`src/rtl/cmd_encoder.sv`:
```
// cmd_encoder: keypad-to-command producer for the engine command stream.
// Filters keys against the current game mode, queues legal command words in
// a register-array FIFO and hands them to the engine over valid/ready with a
// running command address that tracks the engine's command pointer.
module cmd_encoder #(
    parameter int DEPTH      = 8,
    parameter int ADDR_LIMIT = 2001
) (
    input  logic                     clk,
    input  logic                     rst,
    input  logic                     key_valid,
    input  logic [3:0]               key_code,
    input  logic                     on_enemy,
    input  logic                     can_hacks,
    input  logic                     flush,
    output logic                     cmd_valid,
    input  logic                     cmd_ready,
    output logic [15:0]              cmd_data,
    output logic [15:0]              cmd_addr,
    output logic [$clog2(DEPTH):0]   fifo_count,
    output logic [7:0]               reject_count,
    output logic [7:0]               drop_count
);

    localparam int              AW       = $clog2(DEPTH);
    localparam logic [AW:0]     FULL_CNT = (AW+1)'(DEPTH);
    localparam logic [15:0]     ADDR_MAX = 16'(ADDR_LIMIT - 1);

    logic [15:0]   mem [DEPTH];
    logic [AW-1:0] wr_ptr;
    logic [AW-1:0] rd_ptr;

    logic          key_legal;
    logic [15:0]   key_word;
    logic          full;
    logic          pop;
    logic          push_req;
    logic          push;
    logic          drop_ev;
    logic          reject_ev;

    // Decode keypad code into legality for the current mode and its command word
    always_comb begin
        key_legal = 1'b0;
        key_word  = {12'h000, key_code};
        case (key_code)
            4'h1, 4'h2, 4'h3, 4'h4: key_legal = !on_enemy;
            4'h5, 4'h6:             key_legal = on_enemy;
            4'hA: begin
                key_legal = can_hacks;
                key_word  = 16'h0010;
            end
            default:                key_legal = 1'b0;
        endcase
    end

    assign full      = (fifo_count == FULL_CNT);
    assign cmd_valid = (fifo_count != '0);
    assign cmd_data  = mem[rd_ptr];

    // A flush cancels both the pop and the push of the same cycle; a full FIFO
    // still accepts a key when the head leaves in that same cycle.
    assign pop       = cmd_valid && cmd_ready && !flush;
    assign push_req  = key_valid && key_legal && !flush;
    assign push      = push_req && (!full || pop);
    assign drop_ev   = push_req && full && !pop;
    assign reject_ev = key_valid && !key_legal;

    // Command storage; contents are not reset, validity comes from fifo_count
    always_ff @(posedge clk) begin
        if (push) begin
            mem[wr_ptr] <= key_word;
        end
    end

    // Read/write pointers, wrapping modulo DEPTH
    always_ff @(posedge clk) begin
        if (rst) begin
            wr_ptr <= '0;
            rd_ptr <= '0;
        end else if (flush) begin
            rd_ptr <= wr_ptr;
        end else begin
            if (push) wr_ptr <= wr_ptr + 1'b1;
            if (pop)  rd_ptr <= rd_ptr + 1'b1;
        end
    end

    // Occupancy: +1 on push only, -1 on pop only
    always_ff @(posedge clk) begin
        if (rst || flush) begin
            fifo_count <= '0;
        end else if (push && !pop) begin
            fifo_count <= fifo_count + 1'b1;
        end else if (pop && !push) begin
            fifo_count <= fifo_count - 1'b1;
        end
    end

    // Command address of the head, advancing on each pop and wrapping at ADDR_LIMIT
    always_ff @(posedge clk) begin
        if (rst) begin
            cmd_addr <= '0;
        end else if (pop) begin
            cmd_addr <= (cmd_addr == ADDR_MAX) ? '0 : cmd_addr + 16'd1;
        end
    end

    // Saturating reject and drop event counters
    always_ff @(posedge clk) begin
        if (rst) begin
            reject_count <= '0;
            drop_count   <= '0;
        end else begin
            if (reject_ev && reject_count != 8'hFF) reject_count <= reject_count + 8'd1;
            if (drop_ev && drop_count != 8'hFF)     drop_count   <= drop_count + 8'd1;
        end
    end

endmodule

```
`config.mk`:
```
export PLATFORM = sky130hd
export DESIGN_NAME = cmd_encoder
export DESIGN_NICKNAME = d
export VERILOG_FILES = /design/src/rtl/cmd_encoder.sv
export SDC_FILE = /design/constraint.sdc
export NUM_CORES = 1
export LEC_CHECK = 0
export BUFFER_PORTS_ARGS = -buffer_cell sky130_fd_sc_hd__buf_2
export CAP_MARGIN = 10
export CELL_PAD_IN_SITES_DETAIL_PLACEMENT = 1
export CELL_PAD_IN_SITES_GLOBAL_PLACEMENT = 1
export CORE_MARGIN = 2
export CORE_UTILIZATION = 48
export DETAILED_ROUTE_END_ITERATION = 8
export HOLD_SLACK_MARGIN = 0.03
export PLACE_DENSITY = 0.94
export SETUP_SLACK_MARGIN = 0.3
export SLEW_MARGIN = 5
export SYNTH_ARGS = -nofsm -noshare
export SYNTH_HDL_FRONTEND = slang
export SYNTH_SLANG_ARGS = --single-unit
```
`constraint.sdc`:
```
create_clock -name clk -period 4.2 [get_ports clk]
set_input_delay 0.21 -clock clk [delete_from_list [all_inputs] [get_ports clk]]
set_output_delay 0.21 -clock clk [all_outputs]
set_load 0.005 [all_outputs]
```
Yosys cells after proc, flatten, opt, wreduce, memory -nomap -nowiden
Memories as Yosys holds them, arrays and structs flattened. A register that Yosys moved wholly into a read port is not among the register bits.
Index checks and enable logic that the tools add are counted.
{ "totals": {"ff_bits": 42, "ramBits": 40, "out_inout_bits": 53, "mem_count": 1, "elab_cells": 63} }
{ "classes": {"add_sub_neg": 7, "n_mux": 11, "bitwise": 1, "n_reduce_logical": 26, "n_eq_ne": 11} }
{ "memory_table": {"columns": ["name", "depth", "width", "rd", "rd_ports_with_merged_regs", "wr", "line", "text"], "rows": [
  ["mem", 8, 5, 1, 1, 1, "29", "logic [15:0] mem [DEPTH];"]
]} }
{ "op_table": {"columns": ["cell", "count"], "rows": [
  ["$add 16x1->16 const B", 1],
  ["$add 8x1->8 const B", 2],
  ["$eq 16x11->1 const B", 1],
  ["$mux 16", 1],
  ["$ne 8x8->1 const B", 2],
  ["$eq 4x3->1 const B", 3],
  ["$logic_and 1x1->1", 12],
  ["$mux 3", 4],
  ["$eq 4x2->1 const B", 2],
  ["$eq 4x4->1 const B", 2],
  ["$mux 4", 2],
  ["$add 3x1->3 const B", 2],
  ["$logic_not 1->1", 6],
  ["$mux 5", 1],
  ["$add 4x1->4 const B", 1],
  ["$eq 4x1->1 const B", 1],
  ["$reduce_bool 2->1", 2],
  ["$reduce_bool 4->1", 1],
  ["$reduce_or 4->1", 1],
  ["$sub 4x1->4 const B", 1],
  ["$pmux 1 s3", 1],
  ["$logic_or 1x1->1", 2],
  ["$mux 1", 2],
  ["$reduce_and 2->1", 1],
  ["2 further kinds", 2]
]} }

Logic depth before layout (Yosys ltp)
Gate-level depths: netlist of the first run.
{ "logic_depth": {"depth_word": 10, "depth_mapped": 14} }

Worst setup path after synthesis of the first run
No wires, ideal clock.
{ "synth_timing": {"path_kind": "reg2reg", "startpoint": "register fifo_count[0]", "endpoint": "register fifo_count[3]", "slack_ns": 1.490, "t_arrival_ns": 2.625, "stages_incl_launch_ff": 12, "cell_sequence": "dfxtp_1 > nor4_1 > nor2_1 > inv_1 > ha_1 > inv_1 > ha_1 > a21o_1 > a21oi_1 > xnor2_1 > or3_1 > a211oi_1"} }
{ "synth_between": {"elab_chain_len": 8, "elab_cells_between_ends": 16, "cone_classes": "add/sub: 2; eq/ne: 1; mux: 2; reduce/logical: 11"} }
{ "synth_rtl": {"columns": ["item", "line", "text"], "rows": [
  ["start, declared", "20", "output logic [$clog2(DEPTH):0] fifo_count,"],
  ["start signal, assigned", "94", "fifo_count <= fifo_count + 1'b1;"],
  ["start signal, assigned", "96", "fifo_count <= fifo_count - 1'b1;"],
  ["parallel branches: the longest is 8 deep, another holds $sub 4x1->4", null, null]
]} }
Parallel ways; which one is timed is not known. The select of a mux whose other input is x is not followed.
A chain may end at the register's enable or synchronous reset.

Worst setup path in the final report of the first run
Same ends and word-level chain as after synthesis.

==> results by group, run 1 <==
Outcome
  – Outcome: complete, no violations

Clock tree
  – TritonCTS Sinks: 85
  – Bufs on Longest Clock Path: 2
  – CTS tree: built
  – Worst-skew pair later-pin latency: 360 ps
  – CTS-repair resized insts: 0
  – # hold bufs at CTS: 0
  – Clock Pin Slew Worst Setup and Hold Paths: 90 ps
  – Root Buffer: clkbuf_8
  – H-tree depth: 3
  – Post-CTS setup buffer count: 0
  – CTS buffer count: 9

Power
  – P_leak: 1.687 nW
  – Maximum vdd drop: 0.1395 mV
  – Internal Power: 1.128 mW
  – Net Sw Power: 381.2 uW
  – Combinational Power Share: 6.0%
  – Pwr/cell area: 339.6 nW/um^2
  – Register share of total power: 58.3%
  – Clk pwr share: 35.7%
  – Sw Share: 25.26%

Final layout
  – Most frequent cells in the layout: 52 x buf_2, 45 x dfxtp_1, 41 x nor2_1, 40 x edfxtp_1, 18 x nand3_1
  – Fin cells: 504
  – Nets@finish: 415
  – Multi-input logic area: 1742 um^2
  – Leading cell type in the layout, fill and taps excluded: buf_2
  – Register Area: 2102 um^2
  – Post-route cell area: 4444 um^2
  – Final design utilization: 54.92%
  – Synth-to-layout area growth: 12.05%
  – Antenna cells: 0
  – Share of layout cells above drive strength 1: 25.81%
  – # fillers: 908

Min path
  – Hold Crit Class: input pin to flip-flop
  – Hold Path Origin: key_code[2]
  – Worst hold path depth: 1

Timing
  – Setup_tns: 0 ps
  – Max-slew violations: 0
  – Final setup fails: 0
  – Clock period minus worst slack: 3263 ps
  – Slew @ Worst Pin: 1048 ps
  – Rel. slew slack: 29.61%
  – Final worst slack: 937.0 ps
  – Fin Clk Skew: 7.683 ps
  – Achievable clock frequency: 0.3065 GHz
  – RSZ-0062 raised after global routing: false
  – Final Hold Vio Count: 0
  – Period utilization: 77.69%

Synth
  – Register area share after synthesis: 53.00%
  – Number of enable flip-flop cells after synthesis: 40
  – Syn Area/Cell: 11.56 um^2
  – Count of different cell masters after synthesis: 51
  – Dominant synthesized flop cell: dfxtp_1
  – #FFs+latches synth: 85
  – Netlist Area Pre-Place: 3966 um^2
  – Yosys warns: 0
  – Synth area leader: edfxtp_1
  – Area contributors post-synth: edfxtp_1 30%, dfxtp_1 23%, mux4_2 5.7%
  – Cells after Synth: 343
  – Post-synth ARST share: 0%
  – Synth top area share: 30.28%

Routing
  – Via/cell ratio: 5.645
  – DRC: 0
  – Routed len/inst: 18.37 um
  – Final WL: 9259 um
  – Routed vias: 2,845
  – Post-DRT Antenna Nets: 0
  – First-pass iteration count of the detailed router: 4
  – 1st-iter DRT viols: 104

Critical path
  – Max incr delay on CP: 720 ps
  – Critical path launch point type: flip-flop
  – CP Capture Type: flip-flop
  – Worst Path Arrival: 3540 ps
  – CP max-delay cell: nor4_1
  – Worst r2r src: fifo_count[0]$_SDFFE_PP0P_
  – Critical path launch point: fifo_count[0]$_SDFFE_PP0P_
  – Worst Reg-to-Reg Cells: 11
  – Crit path kind: flip-flop to flip-flop
  – Critical path cell sequence: nor4_1 -> nor2_1 -> inv_1 -> ha_1 -> inv_1 -> ha_1 -> a21o_1 -> a21oi_1 -> xnor2_1 -> or3_1 -> a211oi_1
  – Crit-path max FO: 6
  – CP required: 4470 ps

Floorplan
  – Core Footprint: 8093 um^2
  – # IOs: 64
  – Die ar.: 9006 um^2
  – Vert. Die Dim: 94.90 um
  – Row count: 33
  – Starting Density: 49.01%
  – Die X: 94.90 um

Global route
  – Initial antenna violation count: 0
  – Total GRT Usage: 22.08%
  – First-pass GRT wire length: 14,790 um
  – Vias in the first global route: 2,901
  – Largest net degree at the start of global routing: 37
  – Overflow left after global routing: 0

Placed design
  – Port Buf Inserts: 52
  – DP Cell Count: 488
  – GPL Wtd Cong: 0.7988
  – Dpl hpwl: 6568 um
  – Placed cell area: 4262 um^2
  – Pre-CTS WS: 1031 ps

Run
  – MaxCap Viol Count: 0
per-stage QoR:
| step | power (mW) | hold slack [ps] |
|---|---|---|
| floorplan | 0.9659 | 446.3 |
| global placement | 0.9821 | 463.8 |
| detailed placement | 0.9883 | 482.7 |
| CTS | 1.520 | 164.6 |
| global route | 1.561 | 193.9 |
| finish | 1.509 | 177.8 |
layout make-up:
class | instances | area share, %
clock buffers | 9 | 2.787
clock inverters | 7 | 1.323
inverters | 7 | 0.5912
multi-input cells | 239 | 39.19
flip-flops and latches | 85 | 47.30
well taps | 105 | 2.956
repair buffers | 52 | 5.856
worst paths after layout:
kind | slack, ps | endpoint
hold reg to reg | 500 | drop_count[6]$_SDFFE_PP0P_
setup reg to reg | 940 | fifo_count[3]$_SDFFE_PP0P_
setup / recovery | 940 | fifo_count[3]$_SDFFE_PP0P_
hold / removal | 180 | mem[7][2]$_DFFE_PP_
flip-flops by register name (all words and copies together) (netlist names), named ones only:
register	flops
rd_ptr	3
fifo_count	4
drop_count	8
wr_ptr	3
cmd_addr	16
mem	40
reject_count	8
critical path, delay by kind of cell, from the launching register on:
family	cells	cell delay [ps]
AND/OR/NAND/NOR	3	1310
AO/OA/AOI/OAI	3	610
adder cells (fa/ha/maj)	2	490
flip-flops	1	390
buffers and inverters	2	260
XOR/XNOR	1	110
cell families (layout without fill, tap and decap cells):
family / Yosys count / count (layout) / synth area share (%)
AOI/OAI and AO/OA: 36 / 36 / 5.993
xor gates and xnor gates: 22 / 22 / 4.858
adders and majority gates: 10 / 10 / 3.344
buffers and inverters: 29 / 75 / 4.038
DFF: 85 / 85 / 53.00
muxes: 27 / 27 / 10.38
other: 1 / 11 / 0.09455
and+or+nand+nor: 133 / 133 / 18.30
power by group through the flow:
stage	registers [mW]	logic, mW	clock network [mW]
floorplan	0.895	0.0707	0
global placement	0.898	0.0843	0
detailed placement	0.899	0.0893	0
CTS	0.880	0.0912	0.549
global route	0.881	0.102	0.578
finish	0.879	0.0904	0.539
routing by layer:
layer / track usage, % / routed length, um / part of all wire [%]
met5: 0 / 0 / 0
met1: 25.76 / 3730 / 40
met2: 40.13 / 5091 / 55
met4: 9.179 / 154 / 1.7
met3: 3.512 / 282 / 3.0
synthesized netlist by cell type, types with 8 or more instances:
library cell,instances
ha_1,9
nand2_1,12
xor2_1,14
nor3_1,9
edfxtp_1,40
nand4_1,9
mux2_2,13
mux4_2,10
nor2_1,41
nand3_1,18
buf_4,13
dfxtp_1,45
nor2b_1,10
xnor2_1,8
a21oi_1,13
No activity file was read; power rests on OpenSTA's default activity.
==> run 2: changes to the inputs <==
--- a/config.mk
+++ b/config.mk
@@ -10,10 +10,10 @@
 export CELL_PAD_IN_SITES_DETAIL_PLACEMENT = 1
 export CELL_PAD_IN_SITES_GLOBAL_PLACEMENT = 1
 export CORE_MARGIN = 2
-export CORE_UTILIZATION = 48
+export CORE_UTILIZATION = 45
 export DETAILED_ROUTE_END_ITERATION = 8
 export HOLD_SLACK_MARGIN = 0.03
-export PLACE_DENSITY = 0.94
+export PLACE_DENSITY = 0.9
 export SETUP_SLACK_MARGIN = 0.3
 export SLEW_MARGIN = 5
 export SYNTH_ARGS = -nofsm -noshare
==> constraint.sdc (replaced) <==
create_clock -name clk -period 3.2 [get_ports clk]
set_input_delay 0.16 -clock clk [delete_from_list [all_inputs] [get_ports clk]]
set_output_delay 0.16 -clock clk [all_outputs]
set_load 0.005 [all_outputs]
==> results by group, run 2 (synthesis gave the netlist of run 1 again) <==
Outcome
  – Outcome: complete, no violations

Power
  – P_leak: 1.729 nW
  – Sw Share: 22.44%
  – Pwr Total: 2.111 mW
  – Clk pwr share: 39.5%
  – Combinational Power Share: 5.8%
  – Pwr/cell area: 465.7 nW/um^2
  – Register share of total power: 54.7%
  – Internal Power: 1.638 mW
  – Maximum vdd drop: 0.1729 mV
  – Net Sw Power: 473.8 uW

Final layout
  – Synth-to-layout area growth: 14.32%
  – Nets@finish: 419
  – # fillers: 948
  – Biggest register: mem
  – Number of flip-flops in the largest register: 40
  – Antenna cells: 0
  – Leading cell type in the layout, fill and taps excluded: buf_2
  – Post-route cell area: 4534 um^2
  – Share of layout cells above drive strength 1: 26.55%
  – Largest registers: mem: 40 flops, cmd_addr: 16 flops
  – Most frequent cells in the layout: 52 x buf_2, 45 x dfxtp_1, 41 x nor2_1, 40 x edfxtp_1, 18 x nand3_1

Timing
  – Slew @ Worst Pin: 961.0 ps
  – Clock period minus worst slack: 2666 ps
  – Fin Clk Skew: 11.19 ps
  – WHS: 151.1 ps
  – Final Hold Vio Count: 0
  – Rel. slew slack: 35.44%
  – Achievable clock frequency: 0.3751 GHz
  – RSZ-0062 raised after global routing: false
  – Setup_tns: 0 ps
  – Period utilization: 83.32%
  – Final setup fails: 0
  – Max-slew violations: 0

Floorplan
  – Starting Density: 45.93%
  – Die X: 97.88 um
  – # IOs: 64
  – Row count: 34
  – Vert. Die Dim: 97.88 um
  – Core Footprint: 8636 um^2
  – Die ar.: 9580 um^2

Critical path
  – Worst Path Arrival: 2930 ps
  – R2r setup slk: 530 ps
  – Worst Reg-to-Reg Cells: 12
  – CP Capture Type: flip-flop
  – Crit path kind: flip-flop to flip-flop
  – Crit-path max FO: 6
  – Critical path launch point type: flip-flop
  – CP required: 3460 ps
  – CP max-delay cell: dfxtp_1
  – Critical path cell sequence: nor4_2 -> buf_4 -> nor2_1 -> inv_1 -> ha_1 -> inv_1 -> ha_1 -> a21o_1 -> a21oi_1 -> xnor2_1 -> or3_1 -> a211oi_1
  – Max incr delay on CP: 400 ps
  – FF-to-FF End: fifo_count[3]$_SDFFE_PP0P_
  – Worst r2r src: fifo_count[0]$_SDFFE_PP0P_

Clock tree
  – Clock Pin Slew Worst Setup and Hold Paths: 80 ps
  – Post-CTS setup buffer count: 0
  – TritonCTS Sinks: 85
  – CTS buffer count: 9
  – Worst-skew pair later-pin latency: 350 ps
  – Root Buffer: clkbuf_8
  – CTS-repair resized insts: 0
  – H-tree depth: 3
  – # hold bufs at CTS: 0
  – Bufs on Longest Clock Path: 2
  – CTS tree: built

Global route
  – Largest net degree at the start of global routing: 37
  – Overflow left after global routing: 0
  – First-pass GRT wire length: 15,080 um
  – Total GRT Usage: 19.82%
  – Vias in the first global route: 2,959
  – Initial antenna violation count: 0

Placed design
  – Port Buf Inserts: 52
  – Dpl hpwl: 6559 um
  – GPL Wtd Cong: 0.8060
  – Placed cell area: 4295 um^2

Min path
  – WHS Endpoint: mem[1][0]$_DFFE_PP_
  – Hold Path Origin: key_code[0]
  – Worst hold path depth: 1
  – Hold Crit Class: input pin to flip-flop

Routing
  – DRC: 0
  – Routed vias: 2,816
  – Via/cell ratio: 5.511
  – First-pass iteration count of the detailed router: 4
  – Post-DRT Antenna Nets: 0
  – Routed len/inst: 17.91 um
  – Final WL: 9152 um
  – 1st-iter DRT viols: 91

Run
  – MaxCap Viol Count: 0
-- run 2: cell types whose count changed in the layout (fill, tap and decap cells not counted), sizes merged --
cell / delta
buf: +4
bufinv: +2
clkbuf: +2
clkinv: -2
clkinvlp: -1
inv: -1
-- run 2: final cells by class --
type / count / area (um^2) / area share (%)
Timing Repair Buffer: 56 / 290.3 / 6.402
Tap cell: 108 / 135.1 / 2.980
Sequential cell: 85 / 2102 / 46.36
Clock buffer: 11 / 131.4 / 2.897
Inverter: 7 / 26.28 / 0.5795
Clock inverter: 5 / 85.08 / 1.876
Multi-Input combinational cell: 239 / 1764 / 38.91
-- run 2: metrics by stage --
| step | util [%] | setup WS (ps) | std cells |
|---|---|---|---|
| after floorplan | - | 489.7 | 353 |
| after global placement | 49.74 | 278.6 | 495 |
| after detailed placement | 49.74 | 39.13 | 495 |
| after CTS | 52.25 | 402.2 | 511 |
| after global routing | 52.51 | 319.0 | 511 |
| final | 52.51 | 533.7 | 511 |
-- run 2: critical path: cells and delay by family (launching register included) --
| family | cells | cell delay [ps] |
|---|---|---|
| xor+xnor | 1 | 110 |
| simple gates | 3 | 650 |
| compound gates | 3 | 580 |
| flops | 1 | 400 |
| fa+ha+maj | 2 | 490 |
| buf+inv | 3 | 360 |
-- run 2: layer usage --
layer,global-route usage [%],routed length [um]
met1,24.26,3773
met4,6.197,119
met3,3.579,319
met5,0,0
met2,35.51,4940
-- run 2: worst max-delay path by stage --
stage	startpoint	slack [ps]	end	cells after the start
final	fifo_count[0]$_SDFFE_PP0P_	530	fifo_count[3]$_SDFFE_PP0P_	12
after global routing	fifo_count[0]$_SDFFE_PP0P_	320	fifo_count[3]$_SDFFE_PP0P_	12
after CTS	key_code[2]	400	fifo_count[3]$_SDFFE_PP0P_	13
after detailed placement	key_code[2]	40	fifo_count[3]$_SDFFE_PP0P_	13
after global placement	key_code[0]	280	fifo_count[3]$_SDFFE_PP0P_	13
after floorplan	fifo_count[0]$_SDFFE_PP0P_	490	fifo_count[3]$_SDFFE_PP0P_	11
-- run 2: power groups by stage --
| stage | Combinational [mW] | Sequential [mW] | Clock [mW] |
|---|---|---|---|
| after detailed placement | 0.121 | 1.18 | 0 |
| after global placement | 0.114 | 1.18 | 0 |
| final | 0.122 | 1.15 | 0.835 |
| after global routing | 0.137 | 1.16 | 0.895 |
| after CTS | 0.121 | 1.15 | 0.858 |
| after floorplan | 0.0928 | 1.17 | 0 |
